<file path="src/rtl/imem_loader.sv">
// imem_loader
//   Boot-time writer for the instruction memory. Accepts a framed byte stream
//   (0xA5, LEN_HI, LEN_LO, LEN*4 data bytes MSB first, optional CSUM), writes
//   big-endian 32-bit words to consecutive word addresses and holds the CPU in
//   reset until a complete image has been accepted.
//
//   Build option: IMEM_LOADER_CSUM_EN
//     defined   - a trailing CSUM byte (XOR of every byte after sync) is checked
//     undefined - no CSUM byte; the frame completes after the last data word
//
//   Ports
//     CLK, reset            clock, synchronous active-high reset
//     rx_data/valid/ready   byte stream handshake (transfer on valid & ready)
//     imem_we/addr/wdata    one-cycle instruction-memory write
//     cpu_resetn            active-low processor reset, released on done
//     done                  image loaded, sticky until reset
//     error                 frame rejected
//
//   state   | meaning
//   IDLE    | hunting for sync byte
//   LEN_HI  | expecting length high byte
//   LEN_LO  | expecting length low byte, range check
//   DATA    | assembling and writing words
//   CSUM    | expecting checksum byte (checksum build only)
//   DONE    | image loaded, stream closed
//   ERROR   | frame rejected, waiting for a new sync byte
module imem_loader #(
  parameter int ADDR_W = 8
) (
  input  logic              CLK,
  input  logic              reset,
  input  logic [7:0]        rx_data,
  input  logic              rx_valid,
  output logic              rx_ready,
  output logic              imem_we,
  output logic [ADDR_W-1:0] imem_addr,
  output logic [31:0]       imem_wdata,
  output logic              cpu_resetn,
  output logic              done,
  output logic              error
);

  localparam logic [7:0]  SYNC    = 8'hA5;
  localparam logic [16:0] MAX_LEN = 17'(2 ** ADDR_W);

  typedef enum logic [2:0] {
    S_IDLE, S_LEN_HI, S_LEN_LO, S_DATA, S_CSUM, S_DONE, S_ERROR
  } state_t;

  state_t              state_q, state_d;
  logic [7:0]          len_hi_q, len_hi_d;
  logic [15:0]         words_left_q, words_left_d;
  logic [1:0]          byte_cnt_q, byte_cnt_d;
  logic [23:0]         shift_q, shift_d;
  logic [ADDR_W-1:0]   waddr_q, waddr_d;
  logic                rx_ready_q, rx_ready_d;
  logic                imem_we_q, imem_we_d;
  logic [ADDR_W-1:0]   imem_addr_q, imem_addr_d;
  logic [31:0]         imem_wdata_q, imem_wdata_d;
  logic                done_q, done_d;
  logic                error_q, error_d;
`ifdef IMEM_LOADER_CSUM_EN
  logic [7:0]          csum_q, csum_d;
`endif

  logic        hs;
  logic [15:0] len;

  assign hs  = rx_valid & rx_ready_q;
  assign len = {len_hi_q, rx_data};

  always_comb begin
    state_d      = state_q;
    len_hi_d     = len_hi_q;
    words_left_d = words_left_q;
    byte_cnt_d   = byte_cnt_q;
    shift_d      = shift_q;
    waddr_d      = waddr_q;
    imem_we_d    = 1'b0;
    imem_addr_d  = imem_addr_q;
    imem_wdata_d = imem_wdata_q;
    done_d       = done_q;
`ifdef IMEM_LOADER_CSUM_EN
    csum_d       = csum_q;
`endif

    case (state_q)
      S_IDLE: begin
        if (hs && rx_data == SYNC) begin
          state_d = S_LEN_HI;
`ifdef IMEM_LOADER_CSUM_EN
          csum_d  = 8'h00;
`endif
        end
      end
      S_LEN_HI: begin
        if (hs) begin
          len_hi_d = rx_data;
          state_d  = S_LEN_LO;
`ifdef IMEM_LOADER_CSUM_EN
          csum_d   = csum_q ^ rx_data;
`endif
        end
      end
      S_LEN_LO: begin
        if (hs) begin
          words_left_d = len;
          byte_cnt_d   = 2'd0;
`ifdef IMEM_LOADER_CSUM_EN
          csum_d       = csum_q ^ rx_data;
`endif
          if ({1'b0, len} > MAX_LEN) begin
            state_d = S_ERROR;
          end else if (len == 16'd0) begin
`ifdef IMEM_LOADER_CSUM_EN
            state_d = S_CSUM;
`else
            state_d = S_DONE;
`endif
          end else begin
            state_d = S_DATA;
          end
        end
      end
      S_DATA: begin
        if (hs) begin
          shift_d    = {shift_q[15:0], rx_data};
          byte_cnt_d = byte_cnt_q + 2'd1;
`ifdef IMEM_LOADER_CSUM_EN
          csum_d     = csum_q ^ rx_data;
`endif
          if (byte_cnt_q == 2'd3) begin
            imem_we_d    = 1'b1;
            imem_addr_d  = waddr_q;
            imem_wdata_d = {shift_q, rx_data};
            waddr_d      = waddr_q + 1'b1;
            words_left_d = words_left_q - 16'd1;
            if (words_left_q == 16'd1) begin
`ifdef IMEM_LOADER_CSUM_EN
              state_d = S_CSUM;
`else
              state_d = S_DONE;
`endif
            end
          end
        end
      end
`ifdef IMEM_LOADER_CSUM_EN
      S_CSUM: begin
        if (hs) begin
          if (csum_q == rx_data) begin
            state_d = S_DONE;
            done_d  = 1'b1;
          end else begin
            state_d = S_ERROR;
          end
        end
      end
`endif
      S_DONE: begin
        // Without a checksum byte, done follows one cycle after the last write.
        done_d = 1'b1;
      end
      S_ERROR: begin
        if (hs && rx_data == SYNC) begin
          state_d = S_LEN_HI;
          waddr_d = '0;
`ifdef IMEM_LOADER_CSUM_EN
          csum_d  = 8'h00;
`endif
        end
      end
      default: state_d = S_IDLE;
    endcase

    rx_ready_d = (state_d != S_DONE);
    error_d    = (state_d == S_ERROR);
  end

  always_ff @(posedge CLK) begin
    if (reset) begin
      state_q      <= S_IDLE;
      len_hi_q     <= '0;
      words_left_q <= '0;
      byte_cnt_q   <= '0;
      shift_q      <= '0;
      waddr_q      <= '0;
      rx_ready_q   <= 1'b0;
      imem_we_q    <= 1'b0;
      imem_addr_q  <= '0;
      imem_wdata_q <= '0;
      done_q       <= 1'b0;
      error_q      <= 1'b0;
`ifdef IMEM_LOADER_CSUM_EN
      csum_q       <= '0;
`endif
    end else begin
      state_q      <= state_d;
      len_hi_q     <= len_hi_d;
      words_left_q <= words_left_d;
      byte_cnt_q   <= byte_cnt_d;
      shift_q      <= shift_d;
      waddr_q      <= waddr_d;
      rx_ready_q   <= rx_ready_d;
      imem_we_q    <= imem_we_d;
      imem_addr_q  <= imem_addr_d;
      imem_wdata_q <= imem_wdata_d;
      done_q       <= done_d;
      error_q      <= error_d;
`ifdef IMEM_LOADER_CSUM_EN
      csum_q       <= csum_d;
`endif
    end
  end

  assign rx_ready   = rx_ready_q;
  assign imem_we    = imem_we_q;
  assign imem_addr  = imem_addr_q;
  assign imem_wdata = imem_wdata_q;
  assign done       = done_q;
  assign cpu_resetn = done_q;  // the CPU is released exactly when the image is complete
  assign error      = error_q;

endmodule
</file>
<file path="config.mk">
export PLATFORM = sky130hd
export DESIGN_NAME = imem_loader
export DESIGN_NICKNAME = d
export VERILOG_FILES = /design/src/rtl/imem_loader.sv
export SDC_FILE = /design/constraint.sdc
export NUM_CORES = 1
export LEC_CHECK = 0
export ABC_CLOCK_PERIOD_IN_PS = 2700
export BUFFER_PORTS_ARGS = -buffer_cell sky130_fd_sc_hd__clkbuf_2
export CAP_MARGIN = 0
export CORE_MARGIN = 8
export CORE_UTILIZATION = 25
export CTS_CLUSTER_SIZE = 40
export DETAILED_ROUTE_END_ITERATION = 8
export MAX_ROUTING_LAYER = met4
export PLACE_DENSITY_LB_ADDON = 0.25
export SYNTH_ARGS = -nofsm -noshare
export SYNTH_HDL_FRONTEND = slang
export SYNTH_SLANG_ARGS = --single-unit
</file>
<file path="constraint.sdc">
create_clock -name CLK -period 2.7 [get_ports CLK]
set_input_delay 0.54 -clock CLK [delete_from_list [all_inputs] [get_ports CLK]]
set_output_delay 0.54 -clock CLK [all_outputs]
set_load 0.02 [all_outputs]
</file>
==> impl_metrics.py <==
metrics = {
    "run_status": {
        "status": "complete, no violations",
    },
    "global_routing": {
        "antenna_found_initial": 0,
        "grt_pass1_wl_mm": 20.2,
        "overflow": 0,
        "grt_max_degree": 62,
        "grt_usage_pct": 11.9,
        "grt_pass1_vias": 3950,
    },
    "clock_tree": {
        "ctsHoldBuffers": 0,
        "cts-root-buf": "clkbuf_16",
        "numClockSinks": 105,
        "cts_resized": 0,
        "cts_buffers": 9,
        "cts_buffer_depth": 2,
        "h-tree-depth": 3,
        "insertion_delay_ns": 0.35,
        "clk_pin_slew_ns": 0.07,
        "post-cts-setup-buffer-count": 0,
        "cts_tree": "built",
    },
    "routing": {
        "via_per_inst": 4.82,
        "totalWireLength_mm": 12.3,
        "drc_errors": 0,
        "vias": 3974,
        "drtAntennaViolNets": 0,
        "drt_iter0_markers": 283,
        "route.detailed.wl_per_inst_um": 14.9,
        "dr.pass1.iters": 4,
    },
    "floorplanning": {
        "start_util_pct": 25.4,
        "coreArea_mm2": 0.0172,
        "fp.dieH_um": 148,
        "die-area_mm2": 0.0220,
        "ios": 56,
        "die-width_um": 148,
        "row_count": 48,
    },
    "final_layout": {
        "stdcell_area_mm2": 0.00521,
        "fin_util_pct": 30.2,
        "syn_to_final_growth_pct": 18.9,
        "fillers": 1849,
        "regArea_mm2": 0.00210,
        "multiInputGateArea_mm2": 0.00213,
        "n_antenna_cell": 0,
        "layout_common_cells": "nand2_1 (146), dfxtp_1 (105), a21oi_1 (81)",
        "fin_nets": 609,
        "final_common_cell": "nand2_1",
        "drive_gt1_share_pct": 15.9,
    },
    "setup_path": {
        "path_class": "flop to flop",
        "cp.arrival_ns": 2.39,
        "timing.critical_path.required_ns": 2.92,
        "max_stage_delay_ns": 0.52,
        "worstPathCellList": "or4_1, nor4_1, a21boi_0, nor4_1, a21oi_1",
        "path_max_fanout": 3,
        "crit_path_end_kind": "flop",
        "r2r-start": "len_hi_q[6]$_SDFFE_PP0P_",
        "critPathLaunchType": "flop",
        "critPathLaunch": "len_hi_q[6]$_SDFFE_PP0P_",
        "slowest_stage": "or4_1",
        "crit_top_cell": "nor4_1",
    },
    "yosys": {
        "syn_area_mm2": 0.00438,
        "synthAdderAreaFrac_pct": 1.14,
        "synth-xor-area-share_pct": 1.40,
        "synthArstFlopShare_pct": 0,
        "synth-seq-cells": 105,
        "yosysSeqAreaShare_pct": 47.9,
        "syn_inst": 550,
        "ys.flop_type": "dfxtp_1",
        "synth_top_area_share_pct": 47.9,
        "ys_warn_count": 0,
        "synth_top_family_by_area": "simple AND/OR/NAND/NOR gates",
        "synth-edff-count": 0,
        "syn_nets": 565,
        "synth.area.mux_share_pct": 1.83,
        "yosys.area.top_type": "dfxtp_1",
        "synth.avg_cell_area_um2": 7.97,
        "synth-simple-area-share_pct": 27.3,
        "synth_area_leaders": "dfxtp_1 (48%), nand2_1 (13%), a21oi_1 (9.2%), nor2_1 (3.4%), clkbuf_1 (2.4%)",
        "synth_compound_area_share_pct": 16.8,
        "synth.distinct_cells": 51,
    },
    "hold_path": {
        "hold_start": "imem_addr[0]$_SDFFE_PP0P_",
        "min_path_type": "flop to flop",
    },
    "sta": {
        "fin_setup_tns_ns": 0,
        "drv_slew": 0,
        "fmax_mhz": 462,
        "worstMarginPinSlew_ns": 0.944,
        "whs_ns": 0.454,
        "rsz0062_at_grt": "no",
        "fin_skew_ns": 0.00435,
        "relSlewSlack_pct": 36.7,
        "period_share_pct": 80.2,
        "finalHoldViolCount": 0,
        "finalSetupViolations": 0,
        "min_period_ns": 2.16,
    },
    "placement": {
        "place.gp.congestion": 0.874,
        "hpwl_mm": 8.79,
        "io_buffers": 55,
        "placed_area_mm2": 0.00493,
    },
    "power": {
        "total_power_uw": 2860,
        "power.density_mw_per_mm2": 548,
        "power_leakage_uw": 0.00181,
        "vdd_drop_max_mv": 0.433,
    },
    "flow_run": {
        "maxCapViolCount": 0,
    },
}
cells by family (layout without fill, tap and decap cells):
| logic type | after synthesis | in the layout |
|---|---|---|
| buffers and inverters | 40 | 89 |
| AOI/OAI and AO/OA | 129 | 129 |
| and+or+nand+nor | 257 | 257 |
| muxes | 8 | 8 |
| adders and majority gates | 4 | 4 |
| DFF | 105 | 105 |
| xor gates and xnor gates | 7 | 7 |
cell usage after synthesis (all sizes together) (2+ instances only):
cell and n:
ha 4, xnor2 3, clkbuf 28, a21oi 81
or4 7, nand2b 4, a21o 2, nor3b 2
buf 8, a211oi 8, xor2 4, nand2 146
nor4 11, nand4 9, mux2i 8, nor2 40
a22oi 3, nor3 7, inv 4, nand3 10
dfxtp 105, a31oi 6, o21a 3, or3 3
o21ai 17, nor2b 3, and2 3, and3 2
nand3b 3, a21boi 2
report_power, final:
group	switching [uW]	internal, uW	total (uW)	leakage [uW]
combinational	47.3	17.0	64.3	0.000836
clock	589	654	1240	0.000124
sequential	0.904	1550	1550	0.000846
total	637	2220	2860	0.00181
cell type report:
class / count / share of cell area (%)
well taps: 225 / 5.40
repair buffers: 69 / 7.78
clock inverters: 5 / 0.744
flip-flops and latches: 105 / 40.3
multi-input cells: 405 / 40.8
inverters: 4 / 0.288
clock buffers: 11 / 4.66
state kept, by name, summed over array words and instances (netlist names), 2 cells and up:
signal / flops
imem_wdata: 32
imem_addr: 8
shift_q: 24
byte_cnt_q: 2
state_q: 3
waddr_q: 8
len_hi_q: 8
words_left_q: 16
worst paths after layout:
path / to / slack [ns] / cells after the start
setup reg to reg: rx_ready$_SDFF_PP0_ / 0.54 / 5
setup / recovery: rx_ready$_SDFF_PP0_ / 0.54 / 5
hold reg to reg: imem_addr[0]$_SDFFE_PP0P_ / 0.45 / 2
hold / removal: imem_addr[0]$_SDFFE_PP0P_ / 0.45 / 2
critical path: cells and delay by family, from the launching register on:
kind,cells,cell delay (ns)
compound gates,2,0.31
flops,1,0.34
simple gates,3,1.39
routing by layer:
metal,GRT usage [%],vias up,part of all wire (%)
met1,14.2,1880,46
met2,18.4,97,47
met5,-,-,0
li1,-,1984,-
met3,3.43,13,5.4
met4,4.84,0,1.7
per-stage QoR:
step,setup WS [ns],cells
after floorplan,0.609,550
after global placement,0.358,808
after detailed placement,0.340,808
after CTS,0.566,824
after global routing,0.320,824
final,0.536,824
No activity file was read; power rests on OpenSTA's default activity.
